==> config.mk <==
export PLATFORM = sky130hd
export DESIGN_NAME = bf_program_loader_flat
export DESIGN_NICKNAME = d
export VERILOG_FILES = /design/src/rtl/bf_program_loader_pkg.sv /design/src/rtl/bf_program_loader_if.sv /design/src/rtl/bf_program_loader_encoder.sv /design/src/rtl/bf_program_loader.sv /design/src/flat_wrapper.sv
export SDC_FILE = /design/constraint.sdc
export NUM_CORES = 1
export LEC_CHECK = 0
export CORE_AREA = 4 4 67 69
export DETAILED_ROUTE_END_ITERATION = 10
export DIE_AREA = 0 0 71 73
export GPL_TIMING_DRIVEN = 0
export HOLD_SLACK_MARGIN = 0.1
export PLACE_DENSITY = 0.77
export SLEW_MARGIN = 10
export SYNTH_ARGS = -nofsm -noshare
export SYNTH_HDL_FRONTEND = slang
export SYNTH_SLANG_ARGS = --single-unit
==> constraint.sdc <==
create_clock -name i_clock -period 2.5 [get_ports i_clock]
set_clock_uncertainty 0.15 [all_clocks]
set_input_delay 0.5 -clock i_clock [delete_from_list [all_inputs] [get_ports i_clock]]
set_output_delay 0.5 -clock i_clock [all_outputs]
set_load 0.03 [all_outputs]
==> src/rtl/bf_program_loader_pkg.sv <==
// +------------------------------------------------------------------+
// | Package : bf_pkg                                                 |
// | Opcodes, source characters and loader state encoding shared by   |
// | the Brainfuck core and its program loader.                       |
// | Revision: 1.0                                                    |
// +------------------------------------------------------------------+
`default_nettype none

package bf_pkg;

  // Instruction word bits [4:0] = {tape_wr, ptr_wr, push, pop, dec}
  localparam logic [7:0] OP_NOP   = 8'h00;
  localparam logic [7:0] OP_INC   = 8'h10;
  localparam logic [7:0] OP_DEC   = 8'h11;
  localparam logic [7:0] OP_RIGHT = 8'h08;
  localparam logic [7:0] OP_LEFT  = 8'h09;
  localparam logic [7:0] OP_OPEN  = 8'h04;
  localparam logic [7:0] OP_CLOSE = 8'h03;

  localparam logic [7:0] CH_INC      = 8'h2B;
  localparam logic [7:0] CH_DEC      = 8'h2D;
  localparam logic [7:0] CH_RIGHT    = 8'h3E;
  localparam logic [7:0] CH_LEFT     = 8'h3C;
  localparam logic [7:0] CH_OPEN     = 8'h5B;
  localparam logic [7:0] CH_CLOSE    = 8'h5D;
  localparam logic [7:0] CH_END_NUL  = 8'h00;
  localparam logic [7:0] CH_END_BANG = 8'h21;

  typedef enum logic [2:0] {
    ST_IDLE  = 3'd0,
    ST_LOAD  = 3'd1,
    ST_TERM  = 3'd2,
    ST_DONE  = 3'd3,
    ST_ERROR = 3'd4
  } state_e;

endpackage

`default_nettype wire

==> src/rtl/bf_program_loader_if.sv <==
// +------------------------------------------------------------------+
// | Interface : bf_program_loader_if                                 |
// | Character stream handshake plus program-memory write port.       |
// | Revision: 1.0                                                    |
// +------------------------------------------------------------------+
`default_nettype none

interface bf_program_loader_if #(
  parameter int ADDR_W = 8
);
  logic              i_valid;
  logic [7:0]        i_char;
  logic              o_ready;
  logic              o_prgmem_we;
  logic [ADDR_W-1:0] o_prgmem_addr;
  logic [7:0]        o_prgmem_data;

  modport master (
    output i_valid, i_char,
    input  o_ready, o_prgmem_we, o_prgmem_addr, o_prgmem_data
  );

  modport slave (
    input  i_valid, i_char,
    output o_ready, o_prgmem_we, o_prgmem_addr, o_prgmem_data
  );
endinterface

`default_nettype wire

==> src/rtl/bf_program_loader_encoder.sv <==
// +------------------------------------------------------------------+
// | Module : bf_char_encoder                                         |
// | Classifies one ASCII character and maps it to an instruction.    |
// | Revision: 1.0                                                    |
// +------------------------------------------------------------------+
`default_nettype none

module bf_char_encoder
  import bf_pkg::*;
(
  input  logic [7:0] i_char,
  output logic       o_is_instr,
  output logic       o_is_end,
  output logic [7:0] o_word
);

  always_comb begin
    o_is_instr = 1'b1;
    o_is_end   = 1'b0;
    o_word     = OP_NOP;
    case (i_char)
      CH_INC:   o_word = OP_INC;
      CH_DEC:   o_word = OP_DEC;
      CH_RIGHT: o_word = OP_RIGHT;
      CH_LEFT:  o_word = OP_LEFT;
      CH_OPEN:  o_word = OP_OPEN;
      CH_CLOSE: o_word = OP_CLOSE;
      CH_END_NUL, CH_END_BANG: begin
        o_is_instr = 1'b0;
        o_is_end   = 1'b1;
      end
      default:  o_is_instr = 1'b0;
    endcase
  end

endmodule

`default_nettype wire

==> src/rtl/bf_program_loader.sv <==
// +------------------------------------------------------------------+
// | Module : bf_program_loader                                       |
// | Encodes a Brainfuck character stream into program memory.        |
// | Option : BF_LOADER_BRACKET_CHECK_EN enables bracket depth check. |
// | Revision: 1.0                                                    |
// +------------------------------------------------------------------+
`default_nettype none

module bf_program_loader
  import bf_pkg::*;
#(
  parameter int ADDR_W  = 8,
  parameter int STACK_W = 4
) (
  input  logic                i_clock,
  input  logic                i_reset,
  input  logic                i_start,
  bf_program_loader_if.slave  bus,
  output logic                o_busy,
  output logic                o_done,
  output logic                o_error,
  output logic [ADDR_W-1:0]   o_length
);

  localparam logic [ADDR_W-1:0] CNT_MAX = '1;

  generate
    if (ADDR_W < 2 || STACK_W < 1) begin : g_param_check
      $error("bf_program_loader: ADDR_W must be >= 2 and STACK_W >= 1");
    end
  endgenerate

  state_e            state_q, state_d;
  logic [ADDR_W-1:0] cnt_q, cnt_d;
  logic [ADDR_W-1:0] addr_q, addr_d;
  logic [ADDR_W-1:0] length_q, length_d;
  logic [7:0]        data_q, data_d;
  logic              ready_q, ready_d;
  logic              we_q, we_d;
  logic              done_q, done_d;
  logic              error_q, error_d;

  logic              w_is_instr, w_is_end, w_acc;
  logic [7:0]        w_word;
  logic              w_bracket_err, w_depth_bad;

  bf_char_encoder u_enc (
    .i_char     (bus.i_char),
    .o_is_instr (w_is_instr),
    .o_is_end   (w_is_end),
    .o_word     (w_word)
  );

`ifdef BF_LOADER_BRACKET_CHECK_EN
  localparam logic [STACK_W-1:0] DEPTH_MAX = '1;
  logic [STACK_W-1:0] depth_q, depth_d;

  assign w_bracket_err = ((w_word == OP_OPEN)  && (depth_q == DEPTH_MAX)) ||
                         ((w_word == OP_CLOSE) && (depth_q == '0));
  assign w_depth_bad   = (depth_q != '0);
`else
  assign w_bracket_err = 1'b0;
  assign w_depth_bad   = 1'b0;
`endif

  assign w_acc = bus.i_valid && ready_q;

  always_ff @(posedge i_clock or posedge i_reset) begin
    if (i_reset) begin
      state_q  <= ST_IDLE;
      cnt_q    <= '0;
      addr_q   <= '0;
      length_q <= '0;
      data_q   <= '0;
      ready_q  <= 1'b0;
      we_q     <= 1'b0;
      done_q   <= 1'b0;
      error_q  <= 1'b0;
`ifdef BF_LOADER_BRACKET_CHECK_EN
      depth_q  <= '0;
`endif
    end else begin
      state_q  <= state_d;
      cnt_q    <= cnt_d;
      addr_q   <= addr_d;
      length_q <= length_d;
      data_q   <= data_d;
      ready_q  <= ready_d;
      we_q     <= we_d;
      done_q   <= done_d;
      error_q  <= error_d;
`ifdef BF_LOADER_BRACKET_CHECK_EN
      depth_q  <= depth_d;
`endif
    end
  end

  always_comb begin
    state_d  = state_q;
    cnt_d    = cnt_q;
    addr_d   = addr_q;
    length_d = length_q;
    data_d   = data_q;
    ready_d  = ready_q;
    we_d     = 1'b0;
    done_d   = done_q;
    error_d  = error_q;
`ifdef BF_LOADER_BRACKET_CHECK_EN
    depth_d  = depth_q;
`endif
    case (state_q)
      ST_IDLE, ST_DONE, ST_ERROR: begin
        if (i_start) begin
          state_d = ST_LOAD;
          cnt_d   = '0;
          done_d  = 1'b0;
          error_d = 1'b0;
          ready_d = 1'b1;
`ifdef BF_LOADER_BRACKET_CHECK_EN
          depth_d = '0;
`endif
        end
      end
      ST_LOAD: begin
        if (w_acc && w_is_end) begin
          state_d = ST_TERM;
          ready_d = 1'b0;
          we_d    = 1'b1;
          addr_d  = cnt_q;
          data_d  = OP_NOP;
        end else if (w_acc && w_is_instr) begin
          // The last address is kept free for the terminator word.
          if ((cnt_q == CNT_MAX) || w_bracket_err) begin
            state_d = ST_ERROR;
            ready_d = 1'b0;
            error_d = 1'b1;
          end else begin
            we_d   = 1'b1;
            addr_d = cnt_q;
            data_d = w_word;
            cnt_d  = cnt_q + 1'b1;
`ifdef BF_LOADER_BRACKET_CHECK_EN
            if (w_word == OP_OPEN)  depth_d = depth_q + 1'b1;
            if (w_word == OP_CLOSE) depth_d = depth_q - 1'b1;
`endif
          end
        end
      end
      ST_TERM: begin
        length_d = cnt_q;
        if (w_depth_bad) begin
          state_d = ST_ERROR;
          error_d = 1'b1;
        end else begin
          state_d = ST_DONE;
          done_d  = 1'b1;
        end
      end
      default: state_d = ST_IDLE;
    endcase
  end

  assign bus.o_ready       = ready_q;
  assign bus.o_prgmem_we   = we_q;
  assign bus.o_prgmem_addr = addr_q;
  assign bus.o_prgmem_data = data_q;
  assign o_busy            = (state_q == ST_LOAD) || (state_q == ST_TERM);
  assign o_done            = done_q;
  assign o_error           = error_q;
  assign o_length          = length_q;

endmodule

`default_nettype wire

==> src/flat_wrapper.sv <==
// flat-port wrapper written by rule: the top's interface ports become plain ports
module bf_program_loader_flat import bf_pkg::*;
#(
  parameter int ADDR_W  = 8,
  parameter int STACK_W = 4
)
  (i_clock, i_reset, i_start, o_busy, o_done, o_error, o_length, bus_i_valid, bus_i_char, bus_o_ready, bus_o_prgmem_we, bus_o_prgmem_addr, bus_o_prgmem_data);
  bf_program_loader_if #(.ADDR_W(ADDR_W)) bus_i ();
  input  logic i_clock;
  input  logic i_reset;
  input  logic i_start;
  output logic o_busy;
  output logic o_done;
  output logic o_error;
  output logic [ADDR_W-1:0] o_length;
  input wire logic [$bits(bus_i.i_valid)-1:0] bus_i_valid;
  input wire logic [$bits(bus_i.i_char)-1:0] bus_i_char;
  output wire logic [$bits(bus_i.o_ready)-1:0] bus_o_ready;
  output wire logic [$bits(bus_i.o_prgmem_we)-1:0] bus_o_prgmem_we;
  output wire logic [$bits(bus_i.o_prgmem_addr)-1:0] bus_o_prgmem_addr;
  output wire logic [$bits(bus_i.o_prgmem_data)-1:0] bus_o_prgmem_data;
  assign bus_i.i_valid = bus_i_valid;
  assign bus_i.i_char = bus_i_char;
  assign bus_o_ready = bus_i.o_ready;
  assign bus_o_prgmem_we = bus_i.o_prgmem_we;
  assign bus_o_prgmem_addr = bus_i.o_prgmem_addr;
  assign bus_o_prgmem_data = bus_i.o_prgmem_data;
  bf_program_loader #(.ADDR_W(ADDR_W), .STACK_W(STACK_W)) u_core (.i_clock(i_clock), .i_reset(i_reset), .i_start(i_start), .bus(bus_i), .o_busy(o_busy), .o_done(o_done), .o_error(o_error), .o_length(o_length));
endmodule
# [Yosys cells after proc, flatten, opt, wreduce, memory -nomap -nowiden]
# Cells that the tools add are included.
[classes] eq_ne=20 n_addsub=1 muxes=34 n_reduce_logical=18
[op_table] operator="two-way mux 8 bit" count=10
[op_table] operator="== test 8 x 6 -> 1 bit, second input constant" count=5
[op_table] operator="case mux 5 bit (6 select lines)" count=1
[op_table] operator="== test 8 x 7 -> 1 bit, second input constant" count=2
[op_table] operator="case mux 8 bit (2 select lines)" count=1
[op_table] operator="two-way mux 1 bit" count=14
[op_table] operator="two-way mux 3 bit" count=4
[op_table] operator="AND reduction 5 bit" count=2
[op_table] operator="case mux 3 bit (3 select lines)" count=1
[op_table] operator="adder 8 x 1 -> 8 bit, second input constant" count=1
[op_table] operator="== test 8 bit, second input constant" count=1
[op_table] operator="zero test 8 bit" count=1
[op_table] operator="== test 3 x 2 -> 1 bit, second input constant" count=2
[op_table] operator="inequality test 2 x 1 -> 1 bit, second input constant" count=3
[op_table] operator="inequality test 2 bit, second input constant" count=3
[op_table] operator="inequality test 3 x 1 -> 1 bit, second input constant" count=2
[op_table] operator="case mux 1 bit (2 select lines)" count=3
[op_table] operator="AND reduction 3 bit" count=2
[op_table] operator="nonzero test 2 bit" count=3
[op_table] operator="OR reduction 6 bit" count=1
[op_table] operator="AND reduction 4 bit" count=1
[op_table] operator="== test 3 x 1 -> 1 bit, second input constant" count=1
[op_table] operator="== test 3 bit, second input constant" count=1
[op_table] operator="logical AND 1 bit" count=3
[op_table] operator="other kinds (5)" count=5
[totals] ff_bits=39 inputBits=12 wordCells=82

# [Longest topological paths before layout]
# Gate-level depths: netlist of the first run.
[depth] depth_word=7 mapped_depth=7 depth_no_buf=6

# [By module]
# From an unflattened synthesis of the first run, not the netlist that was laid out.
[hier_totals] cells_unflattened=168 area_unflattened_um2=2000.7
[modules_own_cells] mod="bf_program_loader" seq_area_each_um2=975.9 n_inst=1 cells_each=145 area_per_inst_um2=1834.3
[modules_own_cells] mod="bf_char_encoder" seq_area_each_um2=0.0 n_inst=1 cells_each=23 area_per_inst_um2=166.4

# [Worst setup path after synthesis of the first run]
# Ideal clock, no wire load.
[synth_timing] path_kind="input-to-reg" from="input bus_i_char[0]" to="register u_core.cnt_q[2]" cell_stages=6 arrival_time_ps=1938 slack_ps=291 setup_ps=120 path_cell_list="nor4b_2 -> nand4_2 -> a211o_1 -> buf_6 -> o311a_1 -> a41o_1"
[synth_via] elab_chain_len=6 elab_cells_between_ends=17 classes_between="eq/ne (9); mux (2); reduce/logical (6)"
[synth_lines] element="from (decl)" line="flat_wrapper.sv:17" text="input wire logic [$bits(bus_i.i_char)-1:0] bus_i_char;"
[synth_lines] element="== test 8 x 7 -> 1 bit, or another cell as far along" line="bf_program_loader_encoder.sv:21" text="case (i_char)"
[synth_lines] element="OR reduction 6 bit (no line) / OR reduction 2 bit (equally long branches)"
[synth_lines] element="two-way mux 1 bit" line="bf_program_loader_encoder.sv:21"
[synth_lines] element="logical AND 1 bit, on equally long branches" line="bf_program_loader.sv:131, bf_program_loader.sv:125"
[synth_lines] element="inequality test 2 x 1 -> 1 bit (no line) / inequality test 2 bit (equally long branches)"
[synth_lines] element="AND reduction 5 bit (no line) (*)"
[synth_lines] element="to (signal assigned)" line="bf_program_loader.sv:84" text="cnt_q <= cnt_d;"
[synth_lines] element="to (decl)" line="bf_program_loader.sv:34" text="logic [ADDR_W-1:0] cnt_q, cnt_d;"
# Mark *: on every way between the ends. The rest lies on a longest branch, timed or not.
# A chain may end at the register's enable or synchronous reset.

# [Final worst setup path of the first run]
[layout_timing] from="input bus_i_char[3]" to="register u_core.cnt_q[2]"
# Same word-level chain as after synthesis.

==> run_results.csv, run 1 <==
group,metric,value,unit
outcome,status,"completed",
clocking,cts_tree,"yes",
placement,hpwl,2919,um
route,drc,0,
critical_path,cp_cell_sequence,"clkdlybuf4s50_1 -> and3b_2 -> o221ai_2 -> a211o_1 -> buf_6 -> o311a_1 -> a41o_1",
synthesis,syn_avg_cell_area,10.95,um^2
route,highest-signal-layer,"met4",
clocking,clkTransAtPathRegs,80,ps
timing,min_period,2457,ps
synthesis,synth_cell_types,53,
clocking,ctsHoldBuffers,0,
clocking,cts_root_buf,"clkbuf_8",
synthesis,synth_warnings,0,
route,wl_met2,1946,um
synthesis,ys_seq_elements,36,
final_layout,area_growth,33.22,%
clocking,cts_buffer_depth,2,
global_route,grt_pass1_vias,1479,
final_layout,fillCellCount,325,
synthesis,synth_cells,173,
timing,fin_crit_sh,98.29,%
route,wl_per_cell,14.87,um
placement,dpl.cell_count,262,
global_route,antenna_found_initial,0,
global_route,grt_usage,17.20,%
final_layout,final_nets,236,
power_and_ir_drop,power_frac_clock,35.3,%
clocking,clkSinkCount,36,
global_route,grt_pass1_wl,7024,um
synthesis,synth_edf_count,0,
power_and_ir_drop,leakagePower,0.001138,uW
critical_path,crit_type,"in2reg",
critical_path,arrival,2490,ps
critical_path,crit_family,"compound AO/OA/AOI/OAI gates",
timing,tightest_slew,725.5,ps
power_and_ir_drop,powerDensity,572.3,nW/um^2
run,drv_cap,0,
critical_path,start_kind,"primary input",
global_route,overflow,0,
placement,place_area,2335,um^2
synthesis,yosysSeqAreaShare,47.56,%
die,start_util,48.40,%
synthesis,ys_async_sr_fraction,100.0,%
timing,tns,0,ps
die,rows,23,
power_and_ir_drop,finalPower,1444,uW
timing,finalHoldViolCount,0,
route,viasPerCell,5.547,
power_and_ir_drop,pwr-share-comb,21.5,%
route,wl_met3,207,um
route,drt-initial-drc-count,63,
critical_path,cp_max_fo,10,
critical_path,crit_slowest_cell,"clkdlybuf4s50_1",
die,die_area,5183,um^2
die,fp.dieH,73,um
critical_path,end_kind,"register",
power_and_ir_drop,internal-power,1002,uW
clocking,cts_buffers,5,
final_layout,layout-drive-gt1-share,22.32,%
critical_path,worst-path-buf-inv,2,
final_layout,final_cells,274,
die,dieWidth,71,um
critical_path,cp.required,2530,ps
route,vias,1520,
power_and_ir_drop,peakVddDrop,0.4428,mV
die,coreArea,3914,um^2
timing,fmaxAchievable,407.0,MHz
power_and_ir_drop,pwr-share-seq,43.3,%
die,ioPinCount,41,
clocking,ctsHtreeMaxLevel,2,
global_route,grt_max_degree,37,
power_and_ir_drop,power_switching,441.8,uW
synthesis,ys.flop_type,"dfrtp_1",
final_layout,design_area,2524,um^2
synthesis,synth_area,1894,um^2
timing,grt_setup_unrepaired,"false",
route,drt_pass1_iterations,5,
timing,finalSetupViolations,0,
placement,gp_congestion,0.8429,
route,m1WireLength,1876,um
power_and_ir_drop,switching_share,30.59,%
final_layout,diodes,0,
route,wl,4075,um
route,ant_nets,0,
timing,drv_slew,0,
critical_path,cpPeakStageDelay,540,ps
timing,slew-limit-headroom,51.56,%
worst_hold_path,hold_path_class,"reg2reg",
clocking,clk_latency,290,ps
placement,port_buffers,37,
-- cell usage in the layout, fill, tap and decap left out, types with 3 or more instances in the layout --
| master | netlist | routed |
|---|---|---|
| dfrtp_1 | 36 | 36 |
| clkdlybuf4s50_1 | 0 | 31 |
| nand2_1 | 16 | 15 |
| mux2_2 | 9 | 9 |
| nand3_1 | 8 | 8 |
| mux2_4 | 8 | 8 |
| inv_1 | 8 | 7 |
| a21oi_1 | 7 | 7 |
| buf_4 | 3 | 7 |
| nor2_1 | 6 | 6 |
| or4_1 | 5 | 5 |
| o21ai_0 | 5 | 5 |
| clkbuf_8 | 0 | 5 |
| nand2b_1 | 4 | 4 |
| or2_2 | 4 | 4 |
| o311ai_0 | 4 | 4 |
| clkbuf_1 | 3 | 3 |
| nor3_1 | 3 | 3 |
| conb_1 | 1 | 3 |
| dlymetal6s2s_1 | 0 | 3 |
-- kinds of logic (layout without fill, tap and decap cells) --
| logic type | after synthesis | after routing | synth area share (%) |
|---|---|---|---|
| simple gates | 64 | 64 | 19.68 |
| compound gates | 36 | 36 | 14.66 |
| flops | 36 | 36 | 47.56 |
| mux | 18 | 18 | 12.22 |
| buf+inv | 16 | 65 | 4.557 |
| fa+ha+maj | 1 | 1 | 0.6604 |
| other cells | 1 | 3 | 0.1980 |
| xor+xnor | 1 | 1 | 0.4624 |
-- path summary, 6_finish.rpt --
path	end	slack, ps	depth (start not counted)	startpoint
worst max-delay path	u_core.cnt_q[2]	40	7	bus_i_char[3]
worst min-delay path	u_core.o_length[5]	360	1	u_core.o_length[5]
worst max register to register	u_core.cnt_q[2]	240	7	u_core.cnt_q[0]
worst min register to register	u_core.o_length[5]	360	1	u_core.o_length[5]
max in group asynchronous	u_core.cnt_q[1]	1230	2	i_reset
min in group asynchronous	u_core.bus.o_prgmem_data[0]	500	2	i_reset
-- worst register-to-register path: cells and delay by family, from the launching register on --
family,cells,cell delay (ps)
simple gates,2,290
fa+ha+maj,1,270
compound gates,3,850
buf+inv,1,150
flops,1,440
-- final cells by class --
class	count	area, um^2	area share [%]
Multi-Input combinational cell	123	962.2	38.13
Sequential cell	36	900.9	35.70
Timing Repair Buffer	41	400.4	15.87
Clock buffer	5	68.82	2.727
Tap cell	50	62.56	2.479
Buffer	8	56.30	2.231
Clock inverter	3	42.54	1.686
Inverter	8	30.03	1.190
-- flip-flops by register name, indices dropped and copies added, names as in the netlist, 3 cells and up --
register	flops
u_core.bus.o_prgmem_addr	8
u_core.state_q	3
u_core.bus.o_prgmem_data	5
u_core.o_length	8
u_core.cnt_q	8
-- synth_stat cells, types with 2 or more instances --
cell type / count / area [um^2]
or4_1: 5 / 37.54
a21oi_1: 7 / 35.03
dfrtp_1: 36 / 900.9
o2111ai_1: 2 / 17.52
clkbuf_1: 3 / 11.26
o311ai_0: 4 / 35.03
nor3_1: 3 / 15.01
nand2b_1: 4 / 25.02
buf_4: 3 / 22.52
nand3_1: 8 / 40.04
nand2_1: 16 / 60.06
a22o_1: 2 / 17.52
nor2b_1: 2 / 12.51
o21ai_0: 5 / 25.02
o211ai_1: 2 / 15.01
mux2_4: 8 / 120.1
or2_2: 4 / 25.02
inv_1: 8 / 30.03
o31ai_1: 2 / 15.01
nor2_1: 6 / 22.52
mux2_2: 9 / 101.4
and3b_1: 2 / 17.52
buf_6: 2 / 22.52
-- power groups by stage --
stage | logic, uW | clock network [uW] | registers (uW)
global route | 342 | 551 | 629
detailed placement | 308 | 0 | 634
CTS | 314 | 522 | 623
global placement | 306 | 0 | 633
finish | 310 | 509 | 625
floorplan | 174 | 0 | 655
-- metal layers --
metal	up-vias	GRT usage (%)
li1	742	-
met1	738	23.66
met2	36	26.16
met3	4	4.821
met4	0	6.054
met5	-	0
-- per-stage QoR --
stage	util (%)	hold WS, ps	setup slack [ps]
3_5_place_dp	59.65	346.4	-491.6
6_report	64.48	356.4	42.76
4_1_cts	64.07	363.9	0.4402
5_1_grt	64.48	375.8	4.350
3_3_place_gp	59.65	340.0	-405.2
2_1_floorplan	-	333.6	291.2
-- what timing repair did --
action,in CTS,in global routing
resized for setup,9,8
endpoints found under the setup margin,14,13
endpoints found under the hold margin,0,0
setup buffers,3,1
pin swaps,5,3
No activity file was read; power rests on OpenSTA's default activity.
==> run 2, diff against run 1 <==
Settings changed: TNS_END_PERCENT from default to 10.
==> run_results.csv, run 2 (synthesized netlist as in run 1, its figures left out) <==
group,metric,value,unit
critical_path,crit_type,"in2reg",
clocking,clk_latency,290,ps
final_layout,layout_common_cells,"dfrtp_1, clkdlybuf4s50_1, nand2_1",
global_route,grt_usage,16.88,%
power_and_ir_drop,powerDensity,568.0,nW/um^2
die,coreArea,3914,um^2
outcome,status,"completed",
critical_path,end_kind,"register",
final_layout,area_growth,34.41,%
die,fp.dieH,73,um
timing,finalSetupViolations,0,
clocking,ctsHtreeMaxLevel,2,
die,ioPinCount,41,
power_and_ir_drop,peakVddDrop,0.4424,mV
final_layout,final_common_cell,"dfrtp_1",
critical_path,cp.required,2530,ps
worst_hold_path,holdPathStages,1,
clocking,cts_root_buf,"clkbuf_8",
global_route,grt_pass1_wl,6900,um
critical_path,r2r_cells,7,
timing,tightest_slew,730.3,ps
timing,finalHoldViolCount,0,
timing,min_period,2457,ps
clocking,cts_tree,"yes",
route,vias,1508,
placement,hpwl,2919,um
power_and_ir_drop,pwr-share-comb,21.7,%
worst_hold_path,hold_path_class,"reg2reg",
global_route,grtUsageMet1,23.13,%
global_route,antenna_found_initial,0,
critical_path,cp_max_fo,10,
die,die_area,5183,um^2
route,drt_pass1_iterations,4,
global_route,overflow,0,
clocking,cts_buffer_depth,2,
timing,fin_ws,42.50,ps
critical_path,arrival,2490,ps
die,dieWidth,71,um
die,rows,23,
power_and_ir_drop,power_frac_clock,35.2,%
global_route,grt_max_degree,37,
timing,hold_slack,356.4,ps
critical_path,start_kind,"primary input",
final_layout,final_nets,237,
clocking,clkTransAtPathRegs,80,ps
route,wl_per_cell,14.80,um
power_and_ir_drop,power_switching,440.0,uW
timing,slew-limit-headroom,51.24,%
final_layout,layout-drive-gt1-share,22.22,%
global_route,grt.busiest_layer,"met2",
clocking,ctsHoldBuffers,0,
route,viasPerCell,5.484,
timing,grt_setup_unrepaired,"true",
route,ant_nets,0,
global_route,grt_util_met2,25.33,%
run,drv_cap,0,
placement,dp_slack,-491.6,ps
global_route,grt_pass1_vias,1453,
placement,gp_congestion,0.8429,
global_route,met3_usage,4.821,%
power_and_ir_drop,internal-power,1006,uW
power_and_ir_drop,leakagePower,0.001168,uW
route,drc,0,
power_and_ir_drop,switching_share,30.43,%
clocking,clkSinkCount,36,
timing,fin_crit_sh,98.30,%
critical_path,r2r_slack,230,ps
die,start_util,48.40,%
timing,drv_slew,0,
route,drt-initial-drc-count,64,
final_layout,diodes,0,
power_and_ir_drop,pwr-share-seq,43.1,%
timing,fmaxAchievable,406.9,MHz
clocking,cts_buffers,5,
placement,port_buffers,37,
route,wl,4070,um
[run 2: cell count changes in the layout (fill, tap and decap cells not counted), sizes merged]
cell / previous run / this run
dlygate4sd2: 2 / 0
clkdlybuf4s15: 0 / 1
dlymetal6s2s: 3 / 6
clkbuf: 9 / 8
buf: 9 / 10
clkdlybuf4s50: 31 / 30
[run 2: final cells by class]
type,instances,area [um^2]
buffer,8,56.30
clock buffer,5,68.82
clock inverter,3,42.54
fill,316,1368
inverter,8,30.03
multi-input combinational,123,962.2
sequential,36,900.9
tap,50,62.56
timing repair buffer,42,422.9
[run 2: timing repair]
| action | 4_1_cts | 5_1_grt |
|---|---|---|
| pin swaps | 2 | 4 |
| endpoints found under the setup margin | 14 | 21 |
| resized for setup | 2 | 14 |
| buffers inserted | 0 | 5 |
| hold endpoints to repair | 0 | 0 |
[run 2: path summary, 6_finish.rpt]
kind | start | to
min in group asynchronous | i_reset | u_core.bus.o_prgmem_data[0]
worst max-delay path | bus_i_char[3] | u_core.cnt_q[2]
max in group asynchronous | i_reset | u_core.cnt_q[1]
worst max register to register | u_core.cnt_q[0] | u_core.cnt_q[2]
worst min-delay path | u_core.o_length[5] | u_core.o_length[5]
worst min register to register | u_core.o_length[5] | u_core.o_length[5]
[run 2: power by group through the flow]
stage | Clock, uW | Sequential [uW] | Combinational [uW]
after detailed placement | 0 | 634 | 308
after global routing | 549 | 627 | 348
after floorplan | 0 | 655 | 174
after global placement | 0 | 633 | 306
final | 509 | 624 | 313
after CTS | 522 | 623 | 308
[run 2: routing by layer]
layer  part of all wire, %  up-vias
li1                      -      743
met1                    46      729
met2                    48       32
met3                   4.7        4
met4                   1.1        0
met5                     0        -
[run 2: worst max-delay path, cell delays in order]
cell and delay (ps):
clkdlybuf4s50_1 560, and3b_2 260, o221ai_2 150, a211o_1 320, buf_6 150, o311a_1 340, a41o_1 200
[run 2: through the flow]
step | std cells | util (%) | TNS, ps | power, uW | cell area [um^2]
2_1_floorplan | 175 | - | 0 | 828.7 | 1902
3_3_place_gp | 262 | 59.65 | -6974 | 939.1 | 2335
3_5_place_dp | 262 | 59.65 | -8577 | 941.5 | 2335
4_1_cts | 270 | 62.79 | -482.9 | 1452 | 2457
5_1_grt | 275 | 65.06 | -34.15 | 1524 | 2546
6_report | 275 | 65.06 | 0 | 1446 | 2546
